## config.mk

```make
export PLATFORM = sky130hd
export DESIGN_NAME = redux_mem_dump_ctrl
export DESIGN_NICKNAME = d
export VERILOG_FILES = /design/src/rtl/redux_mem_dump_ctrl.sv
export SDC_FILE = /design/constraint.sdc
export NUM_CORES = 1
export LEC_CHECK = 0
export BUFFER_PORTS_ARGS = -buffer_cell sky130_fd_sc_hd__buf_2
export CAP_MARGIN = 20
export CORE_MARGIN = 2
export CORE_UTILIZATION = 55
export DETAILED_ROUTE_END_ITERATION = 10
export HOLD_SLACK_MARGIN = 0.08
export PLACE_DENSITY = 0.86
export SKIP_CTS_REPAIR_TIMING = 1
export SYNTH_ARGS = -nofsm -noshare
export SYNTH_HDL_FRONTEND = slang
export SYNTH_SLANG_ARGS = --single-unit
```

## constraint.sdc

```tcl
create_clock -name clk -period 3.86 [get_ports clk]
set_input_delay 0.772 -clock clk [delete_from_list [all_inputs] [get_ports clk]]
set_output_delay 0.772 -clock clk [all_outputs]
set_load 0.03 [all_outputs]
```

## src/rtl/redux_mem_dump_ctrl.sv

```systemverilog
// redux_mem_dump_ctrl: shares the single data-memory port between the CPU
// load/store path and a dump engine that streams an address range out over
// a valid/ready interface. The CPU has priority. A starvation counter forces
// one dump grant (and stalls the CPU for that cycle) after STARVE_MAX
// consecutive denied fetch cycles.
module redux_mem_dump_ctrl #(
  parameter int ADDR_W     = 8,
  parameter int DATA_W     = 8,
  parameter int STARVE_MAX = 4
) (
  input  logic              clk,
  input  logic              rst,
  input  logic              cpu_re,
  input  logic              cpu_we,
  input  logic [ADDR_W-1:0] cpu_addr,
  input  logic [DATA_W-1:0] cpu_wdata,
  output logic [DATA_W-1:0] cpu_rdata,
  output logic              cpu_stall,
  output logic [ADDR_W-1:0] mem_addr,
  output logic              mem_we,
  output logic [DATA_W-1:0] mem_wdata,
  input  logic [DATA_W-1:0] mem_rdata,
  input  logic              dump_start,
  input  logic [ADDR_W-1:0] dump_first,
  input  logic [ADDR_W-1:0] dump_last,
  output logic              dump_busy,
  output logic              dump_done,
  output logic              out_valid,
  output logic [ADDR_W-1:0] out_addr,
  output logic [DATA_W-1:0] out_data,
  input  logic              out_ready
);

  typedef enum logic [1:0] {
    IDLE  = 2'd0,
    FETCH = 2'd1,
    HOLD  = 2'd2,
    DONE  = 2'd3
  } state_t;

  localparam logic [3:0]      STARVE_LIM = 4'(STARVE_MAX);
  localparam logic [ADDR_W:0] CNT_ONE    = (ADDR_W+1)'(1);
  localparam logic [ADDR_W-1:0] PTR_ONE  = ADDR_W'(1);

  state_t            state;
  state_t            state_nxt;
  logic [ADDR_W-1:0] ptr;
  logic [ADDR_W:0]   remaining;
  logic [ADDR_W-1:0] span;
  logic [3:0]        starve;
  logic              cpu_req;
  logic              force_grant;
  logic              dump_grant;

  // Saturating increment for the starvation counter.
  function automatic logic [3:0] sat_inc(input logic [3:0] v);
    sat_inc = (v == 4'hF) ? v : v + 4'd1;
  endfunction

  // Range length minus one; modular so first>last wraps through address 0.
  assign span = dump_last - dump_first;

  // Status outputs decode the registered state only, so neither out_ready
  // nor dump_start has a combinational path to them.
  assign dump_busy = (state == FETCH) || (state == HOLD);
  assign dump_done = (state == DONE);
  assign out_valid = (state == HOLD);
  assign cpu_rdata = mem_rdata;

  // Port arbitration: CPU wins unless the dump has starved long enough.
  always_comb begin
    cpu_req     = cpu_re | cpu_we;
    force_grant = (state == FETCH) && (starve == STARVE_LIM);
    mem_addr    = cpu_addr;
    mem_we      = 1'b0;
    mem_wdata   = cpu_wdata;
    cpu_stall   = 1'b0;
    dump_grant  = 1'b0;
    if (cpu_req && !force_grant) begin
      // A simultaneous load+store is a store.
      mem_we = cpu_we;
    end else if (state == FETCH) begin
      mem_addr   = ptr;
      dump_grant = 1'b1;
      cpu_stall  = cpu_req;
    end
  end

  // Next-state logic for the dump sequencer.
  always_comb begin
    state_nxt = state;
    case (state)
      IDLE:  if (dump_start) state_nxt = FETCH;
      FETCH: if (dump_grant) state_nxt = HOLD;
      HOLD:  if (out_ready)  state_nxt = (remaining != '0) ? FETCH : DONE;
      DONE:  state_nxt = IDLE;
      default: state_nxt = IDLE;
    endcase
  end

  // State register.
  always_ff @(posedge clk or posedge rst) begin
    if (rst) state <= IDLE;
    else     state <= state_nxt;
  end

  // Range pointer, word count and the captured output beat.
  always_ff @(posedge clk or posedge rst) begin
    if (rst) begin
      ptr       <= '0;
      remaining <= '0;
      out_addr  <= '0;
      out_data  <= '0;
    end else begin
      case (state)
        IDLE: begin
          if (dump_start) begin
            ptr       <= dump_first;
            remaining <= {1'b0, span} + CNT_ONE;
          end
        end
        FETCH: begin
          if (dump_grant) begin
            out_data  <= mem_rdata;
            out_addr  <= ptr;
            ptr       <= ptr + PTR_ONE;
            remaining <= remaining - CNT_ONE;
          end
        end
        default: ;
      endcase
    end
  end

  // Starvation counter: counts denied fetch cycles, clears otherwise.
  always_ff @(posedge clk or posedge rst) begin
    if (rst)                              starve <= '0;
    else if (state == FETCH && !dump_grant) starve <= sat_inc(starve);
    else                                  starve <= '0;
  end

endmodule

```

[Word level (Yosys, flattened, before mapping)]
Index checks and enable logic that the tools add are counted.
Storage, ports and cells
  bits in registers: 39
  latch bits: 0
  memory bits (writable): 0
  memory bits (read-only): 0
  input bits: 46
  output and inout bits: 45
  memories kept: 0
Operators by class
  add/sub/neg operators: 5
  $mul: 0
  div/mod/pow operators: 0
  order comparisons: 0
  equal/unequal tests: 9
  shift operators: 0
  multiplexer cells: 20
  bitwise logic cells: 1
  reduce and logical (&&, ||, !) cells: 12
Operators by type and width (number)
  8-bit 2-to-1 mux: 4
  9-bit 2-to-1 mux: 2
  9-bit one-hot mux with 2 select lines: 1
  8-bit one-hot mux with 2 select lines: 1
  8-bit by 1-bit adder with 9-bit output, second input constant: 1
  9-bit nonzero test: 1
  9-bit by 1-bit subtractor with 9-bit output, second input constant: 1
  8-bit by 1-bit adder with 8-bit output, second input constant: 1
  2-bit 2-to-1 mux: 4
  4-bit 2-to-1 mux: 2
  2-bit one-hot mux with 4 select lines: 1
  8-bit subtractor: 1
  2-bit != test, second input constant: 3
  3-bit AND reduction: 2
  1-bit 2-to-1 mux: 5
  4-bit by 1-bit adder with 4-bit output, second input constant: 1
  2-bit equality test, second input constant: 2
  4-bit by 3-bit equality test with 1-bit output, second input constant: 1
  4-bit equality test, second input constant: 1
  1-bit logical AND: 3
  2-bit by 1-bit equality test with 1-bit output, second input constant: 1
  1-bit logical NOT: 2
  2-bit logical NOT: 1
  2-bit by 1-bit != test with 1-bit output, second input constant: 1
  4 further kinds: 4

[Longest topological paths before layout]
Gate-level depths: netlist of run 1.
  depth after elaboration: 8
  depth in mapped cells: 10
  mapped depth without buffers: 10

[Least setup slack after synthesis of run 1]
OpenSTA, ideal clock, no wires.
  path type: input port to flip-flop
  start point: input port dump_last[0]
  end point: register remaining[6]
  setup time: 124 ps
  arrival time: 2539 ps
  path slack: 1197 ps
  stages on the path: 9
  buffers on the path: 0
  path through: inv_1 ha_1 inv_1 fa_1 a211o_1 a2111oi_2 nor4_1 and4_1 a211o_1
Between the ends
  cells in the longest elaborated chain, start to end: 4
RTL lines
  from (decl): RTL line 25  | input logic [ADDR_W-1:0] dump_last,
  8-bit subtractor: RTL line 61  | assign span = dump_last - dump_first;
  8-bit by 1-bit adder with 9-bit output: RTL line 119  | remaining <= {1'b0, span} + CNT_ONE;
  9-bit 2-to-1 mux: RTL line 117  | if (dump_start) begin
  9-bit one-hot mux with 2 select lines: RTL line 115  | case (state)
  to (signal assigned): RTL line 119
  to (signal assigned): RTL line 127  | remaining <= remaining - CNT_ONE;
  to (decl): RTL line 48  | logic [ADDR_W:0] remaining;
No other way between the ends. The select of a mux whose other input is x is not followed.
A chain may end at the register's enable or synchronous reset.

[Final worst setup path of run 1]
  start point: register starve[0]
  end point: output port mem_addr[3]
Between the ends
  cells in the longest elaborated chain, start to end: 5
RTL lines
  from (decl): RTL line 50  | logic [3:0] starve;
  from (signal assigned): RTL line 138  | else if (state == FETCH && !dump_grant) starve <= sat_inc(starve);
  4-bit by 3-bit equality test with 1-bit output: RTL line 73  | force_grant = (state == FETCH) && (starve == STARVE_LIM);
  1-bit logical AND: RTL line 73
  1-bit logical NOT: RTL line 79  | if (cpu_req && !force_grant) begin
  1-bit logical AND: RTL line 79
  8-bit 2-to-1 mux: RTL line 79
  to (decl): RTL line 19  | output logic [ADDR_W-1:0] mem_addr,
No other way between the ends.

==> metrics.txt, run 1 <==
average instance area after synthesis ~9.3 um^2; layout net count 419; final setup TNS 0 ps; average detailed-routed wire length per instance 13.6 um; total count of max-transition violations in the final report 0; CTS HTree Levels 2; number of port buffers 74; largest net degree at the start of global routing 40; fmax 339 MHz; Worst Hold Margin 504 ps; placed instance area 3060 um^2; worst slew pin tran 482 ps; most instantiated flip-flop cell in the synthesis netlist dfrtp_1; Critical Path Stages 7; number of rows created at floorplan 25; GP Congestion 0.891; fraction of layout cells with a size suffix above 1 33.4%; worst setup skew after layout ~9.3 ps; Max Fanout on Critical Path 24; Ys Warns 0; x dimension of the die 74.7 um; Switching Share 47.5%; total global-route track usage 21.7%; Util after Layout 65.8%; clock share of power 11.3%; area share of fa/ha/maj cells after synthesis 8.47%; number of cells on the worst reg-to-reg path 9; relative slew slack 67.9%; Final HPWL DP 4590 um; Critical Path Sink Type output pin; Core ar. 4790 um^2; Synth Area in XOR/XNOR 2.87%; initial standard-cell utilization of the core 57.4%; overflow left after global routing 0; type of the setup path with the least slack flip-flop to output pin; number of max-cap violations 0; endpoints failing hold 0; worst hold-check path type flip-flop to flip-flop; number of primary I/O pins 91; TritonCTS buffer count 5; CP Cell Sequence inv_1 -> ha_1 -> and3b_1 -> o21ai_2 -> buf_4 -> mux2_2 -> buf_2; post-detailed-route via-to-cell ratio between 5 and 6; Worst Path Buf+Inv 3; clock latency on the worst-skew pair between 200 and 300 ps; TritonCTS clock tree done; initial antenna violation count 0; total power divided by cell area ~750 nW/um^2; DIE HEIGHT about 75 um; dominant combinational cell family by area after synthesis compound AO/OA/AOI/OAI gates; slowest library cell on the worst path dfrtp_1; simple logic cell fraction of the synthesized area about 15%; setup repair after global routing missed its margin false; internal power summed over all cells 1.24 mW; distinct cell type count after synthesis 54; cell chosen for the clock root clkbuf_8; fraction of power consumed by sequential logic between 30% and 40%; Iter 0 DRT Violations 116; Hold Crit Depth 1; number of global-route vias before repair 2,162; number of enable flip-flop cells after synthesis 0; post-synthesis compound-gate area fraction 17.0%; first-pass GRT wire length 9340 um; critical path launch point type flip-flop; number of synthesized register bits 39; leak pwr 1.52 nW; via count 2,370; net switching power of the design 1.12 mW; antenna viol nets, final 0; Die Outline Area 5580 um^2; worst slack after detailed placement just under 1000 ps; clock-pin slew of the registers on the worst-case setup and hold paths around 70 ps; post-synthesis sequential area ratio 35.5%; status finished, final reports clean; diode insertion count for antenna repair 0; highest cell delay on the worst timing path 430 ps; Netlist Area Pre-Place between 2000 and 3000 um^2; count of mapped cells out of synthesis about 300; Design Area, Final approximately 3100 um^2; Post-synth ARST share 100%; setup violation total in the final timing report 0; signed area change from the synthesized netlist to the final layout 14.5%; family of cells with the greatest summed delay on the critical path buffers and inverters; clock net sink count 39; CP Data Arrival Time around 2200 ps; least setup slack across all paths after layout between 900 and 1000 ps; final WL ~5800 um; data required time of the worst path 3090 ps; number of iterations in the first detailed-routing pass 4; post-route fraction of the period consumed by the critical path about three quarters; multiplexer share of the synthesized area 11.7%; final worst path period need between 2000 and 3000 ps; worst vdd rail ir drop 0.000295 V; remaining routing DRC violations 0; Synth Net Count approximately 360; Comb pwr share between 50% and 60%; Max Buffers Root-to-Sink 2
==> layer usage <==
layer	up-vias	wire length, um	track usage (%)
met2	88	2880	37.2
li1	1168	-	-
met1	1103	2470	27.5
met5	-	0	0
met3	11	332	4.02
met4	0	91	7.74
==> area by class of cell <==
class | count | area [um^2]
Inverter | 23 | 86.3
Fill cell | 395 | 1640
Sequential cell | 39 | 976
Clock inverter | 2 | 12.5
Timing Repair Buffer | 78 | 400
Tap cell | 67 | 83.8
Multi-Input combinational cell | 208 | 1520
Clock buffer | 6 | 72.6
==> synth_stat cells, types with 3 or more instances <==
| master | instances | area share, % |
|---|---|---|
| nor3_1 | 6 | 1.1 |
| ha_1 | 17 | 7.7 |
| clkbuf_1 | 5 | 0.68 |
| buf_4 | 16 | 4.4 |
| nor2b_1 | 3 | 0.68 |
| o21a_1 | 3 | 0.82 |
| dfrtp_1 | 39 | 36 |
| a21oi_1 | 22 | 4.0 |
| nand2_1 | 16 | 2.2 |
| nand3_1 | 14 | 2.5 |
| inv_1 | 22 | 3.0 |
| and3_1 | 5 | 1.1 |
| or3_1 | 3 | 0.68 |
| xor2_1 | 3 | 0.96 |
| o21ai_0 | 17 | 3.1 |
| nor2_1 | 17 | 2.3 |
| o22ai_1 | 5 | 1.1 |
| mux2_2 | 25 | 10 |
| mux2i_1 | 4 | 1.5 |
| xnor2_1 | 6 | 1.9 |
| buf_2 | 5 | 0.91 |
==> cell usage in the layout, fill, tap and decap left out, types with 4 or more instances in the layout <==
cell type and count:
a21oi_1 22, and3_1 5, buf_2 74, buf_4 4
clkbuf_8 5, dfrtp_1 39, ha_1 17, inv_1 22
mux2_2 25, mux2i_1 4, nand2_1 16, nand3_1 14
nor2_1 17, nor3_1 6, o21ai_0 17, o22ai_1 5
xnor2_1 6
==> power groups by stage <==
stage | logic (mW) | clock network (mW) | registers [mW]
2_1_floorplan | 0.891 | 0 | 0.910
3_3_place_gp | 1.27 | 0 | 0.768
3_5_place_dp | 1.31 | 0 | 0.779
4_1_cts | 1.32 | 0.269 | 0.772
5_1_grt | 1.45 | 0.289 | 0.802
6_report | 1.31 | 0.267 | 0.772
==> sequential cells by signal, summed over array words and instances, names as in the netlist <==
register and cells:
out_addr 8, out_data 8, ptr 8, remaining 9, starve 4, state 2
==> worst register-to-register path: stages (launching register included) <==
cell,delay (ps)
dfrtp_1,430
inv_1,120
ha_1,250
buf_4,290
mux2_2,240
o31a_1,340
buf_4,310
nand3_1,90
o21ai_0,70
a21oi_1,80
==> cells by family after synthesis <==
kind of cell,after synthesis
XOR/XNOR,9
buffers and inverters,50
AO/OA/AOI/OAI,73
AND/OR/NAND/NOR,79
multiplexers,29
flip-flops,39
adder cells (fa/ha/maj),18
==> worst paths after layout <==
| kind | startpoint | slack (ps) | to |
|---|---|---|---|
| worst max-delay path | starve[0] | 910 | mem_addr[3] |
| worst min-delay path | out_addr[7] | 500 | out_addr[7] |
| worst max register to register | state[1] | 1520 | remaining[3] |
| worst min register to register | out_addr[7] | 500 | out_addr[7] |
| max in group asynchronous | rst | 2930 | state[0] |
| min in group asynchronous | rst | 590 | out_data[3] |
==> stage by stage <==
stage | total power [mW] | instances
finish | 2.35 | 423
global route | 2.54 | 423
CTS | 2.36 | 423
detailed placement | 2.09 | 415
global placement | 2.04 | 415
floorplan | 1.80 | 297
No activity file was read; power rests on OpenSTA's default activity.
==> run 2: changes to the inputs <==
- ABC_AREA: default -> 1
- CORE_UTILIZATION: 55 -> 47
- PLACE_DENSITY: 0.86 -> 0.77
- clock period: 3.86 -> 2.4 ns (I/O delays scaled with it)
==> run 2 against run 1 <==
Net effect:
- via count is 14% higher
- clock skew is 5.4 ps lower
- global-route usage is 2.8 points lower
- setup slack worse by 810 ps
- largest power group unchanged
- sequential power is 50% higher
- register-to-register slack worse by 1200 ps
- sequential share of layout area is 2.1 points lower
- critical path type unchanged
- combinational power is 70% higher
==> metrics.txt, run 2 <==
GP Congestion 0.874 (-1.9%); placed instance area 3180 um^2 (+3.9%); Synth Area in XOR/XNOR 0.305% (-2.6 points); TritonCTS buffer count 5 (unchanged); via count 2,697 (+14%); most common cell after layout, fill and taps aside nand2_1; top library cells by usage in the layout, fill and taps aside 135 x nand2_1, 73 x buf_2, 51 x inv_1; Final HPWL DP 4810 um (+4.8%); area share of fa/ha/maj cells after synthesis 8.10% (-0.36 points); Post-Layout Cell Count 547 (+29%); worst hold-check path type primary input to async pin; count of mapped cells out of synthesis 409 (+38%); most instantiated flip-flop cell in the synthesis netlist dfrtp_1; clock latency on the worst-skew pair 290 ps (about the same); initial antenna violation count 0 (unchanged); Max Fanout on Critical Path 25 (+4.2%); x dimension of the die 82.2 um (+10%); worst setup skew after layout 3.95 ps (-5.37 ps); number of port buffers 74 (unchanged); Die Outline Area 6750 um^2 (+21%); Critical Path Sink Type output pin; largest area contributor in the synthesized netlist dfrtp_1; multiplexer share of the synthesized area 0% (-12 points); Post-synth ARST share 100% (unchanged); number of enable flip-flop cells after synthesis 0 (unchanged); sum of internal, switching and leakage power 4.05 mW (+72%); cell chosen for the clock root clkbuf_8; clock net sink count 39 (unchanged); critical path launch point type flip-flop; average detailed-routed wire length per instance 11.7 um (-14%); largest net degree at the start of global routing 40 (unchanged); distinct cell type count after synthesis 35 (-35%); filler instances 551 (+39%); CTS HTree Levels 2 (unchanged); Placed Cells 536 (+29%); number of rows created at floorplan 28 (+12%); Max Buffers Root-to-Sink 2 (unchanged); final worst path period need ~2300 ps; initial standard-cell utilization of the core 48.5% (-8.9 points); data required time of the worst path 1920 ps (-1170 ps); leak pwr 1.92 nW (+26%); Core ar. 5920 um^2 (+24%); dominant combinational cell family by area after synthesis simple AND/OR/NAND/NOR gates; Critical path origin state[1]; total count of max-transition violations in the final report 0 (unchanged); type of the setup path with the least slack flip-flop to output pin; number of max-cap violations 0 (unchanged); largest cells by area after synthesis dfrtp_1 34%, nand2_1 18%, ha_1 7.4%, inv_1 6.8%, buf_4 4.7%; post-route fraction of the period consumed by the critical path 95.8%; worst vdd rail ir drop 0.000621 V (+110%); clock-pin slew of the registers on the worst-case setup and hold paths 80 ps (about the same); fmax 435 MHz; number of iterations in the first detailed-routing pass 4 (unchanged); first-pass GRT wire length 10,100 um (+7.7%); status finished, final reports clean; final WL 6390 um (+11%); post-detailed-route via-to-cell ratio 4.93 (-12%); diode insertion count for antenna repair 0 (unchanged); number of synthesized register bits 39 (unchanged); cell with the most instances after synthesis nand2_1; average instance area after synthesis 7.02 um^2 (-24%); TritonCTS clock tree done; total global-route track usage 18.9% (-2.8 points); most frequent cells after synthesis 137 x nand2_1, 52 x inv_1, 39 x dfrtp_1; Design Area, Final 3370 um^2 (+7.2%); relative slew slack 66.3% (-1.6 points); overflow left after global routing 0 (unchanged); number of flip-flops in the largest register 9 (unchanged); Ys Warns 0 (unchanged); total power divided by cell area 1200 nW/um^2 (+60%); Largest Register remaining; post-synthesis sequential area ratio 34.0% (-1.5 points); share of the synthesized area in the top cell type 34.0% (-1.5 points); Util after Layout 57.0% (-8.8 points); worst slew pin tran 505 ps (+23.4 ps); remaining routing DRC violations 0 (unchanged); Synth Net Count 473 (+31%); setup violation total in the final timing report 0 (unchanged); post-synthesis compound-gate area fraction 12.9% (-4.0 points); worst slack after detailed placement 133 ps (-840 ps); least setup slack across all paths after layout 100 ps (-814 ps); DIE HEIGHT 82.2 um (+10%); fraction of layout cells with a size suffix above 1 25.4% (-8.0 points); layout net count 535 (+28%); launching point of the worst reg2reg path state[1]; Iter 0 DRT Violations 88 (-24%); simple logic cell fraction of the synthesized area 30.7% (+16 points); signed area change from the synthesized netlist to the final layout 17.4%; endpoints failing hold 0 (unchanged); number of global-route vias before repair 2,342 (+8.3%); Netlist Area Pre-Place 2870 um^2 (+4.5%); CP Data Arrival Time 1820 ps (-350 ps); antenna viol nets, final 0 (unchanged); number of primary I/O pins 91 (unchanged)
==> run 2: changes by cell type after synthesis, moves of 4 or more <==
cell | previous run | this run
and3_1 | 5 | 0
inv_1 | 22 | 52
mux2_2 | 25 | 0
mux2i_1 | 4 | 0
nand2_1 | 16 | 137
nand2_2 | 0 | 4
nand3_1 | 14 | 22
nand3_2 | 0 | 5
nand4_1 | 1 | 5
o21ai_0 | 17 | 23
xnor2_1 | 6 | 1
==> run 2: through the flow <==
| stage | hold WS [ps] | TNS, ps |
|---|---|---|
| detailed placement | 460 | 0 |
| global route | 353 | -18.8 |
| finish | 300 | 0 |
| floorplan | 483 | 0 |
| CTS | 312 | -967 |
| global placement | 457 | 0 |
==> run 2: layout make-up <==
type	count	area [um^2]	share of cell area, %
multi-input cells	287	1500	44.5
flip-flops and latches	39	976	28.9
repair buffers	82	449	13.3
inverters	56	215	6.38
well taps	75	93.8	2.78
clock buffers	5	68.8	2.04
clock inverters	3	67.6	2.00
==> run 2: logic make-up (layout without fill, tap and decap cells) <==
group,count (synthesis),after routing
AOI/OAI and AO/OA,64,64
DFF,39,39
xor gates and xnor gates,1,1
and+or+nand+nor,204,204
buffers and inverters,83,146
adders and majority gates,18,18
==> run 2: worst paths after layout <==
kind                       depth (start not counted)           end  slack (ps)
hold reg to reg                                    2   out_data[4]         480
setup reg to reg                                  12  remaining[7]         330
hold / removal                                     3  remaining[5]         300
setup / recovery                                   8   mem_addr[4]         100
min in group clk                                   3   out_data[7]         390
max in group asynchronous                          3   out_data[3]        1750
==> run 2: worst max-delay path, cell delays in order, from the launching register on <==
cell	delay, ps
dfrtp_1	390
inv_2	90
ha_2	200
buf_6	210
nand2_2	140
buf_12	180
nand2_1	60
nand2_1	60
clkbuf_4	180
==> run 2: where the power goes <==
group          internal, mW  total (mW)  switching, mW
combinational         0.741        2.23           1.49
sequential            0.963        1.16          0.199
clock                 0.415       0.655          0.240
==> run 2: metal layers <==
layer | wire length [um] | track usage, % | up-vias
met5 | 0 | 0 | -
met4 | 72 | 5.00 | 0
met3 | 340 | 3.70 | 6
met2 | 2980 | 32.9 | 70
met1 | 2990 | 24.1 | 1213
li1 | - | - | 1408
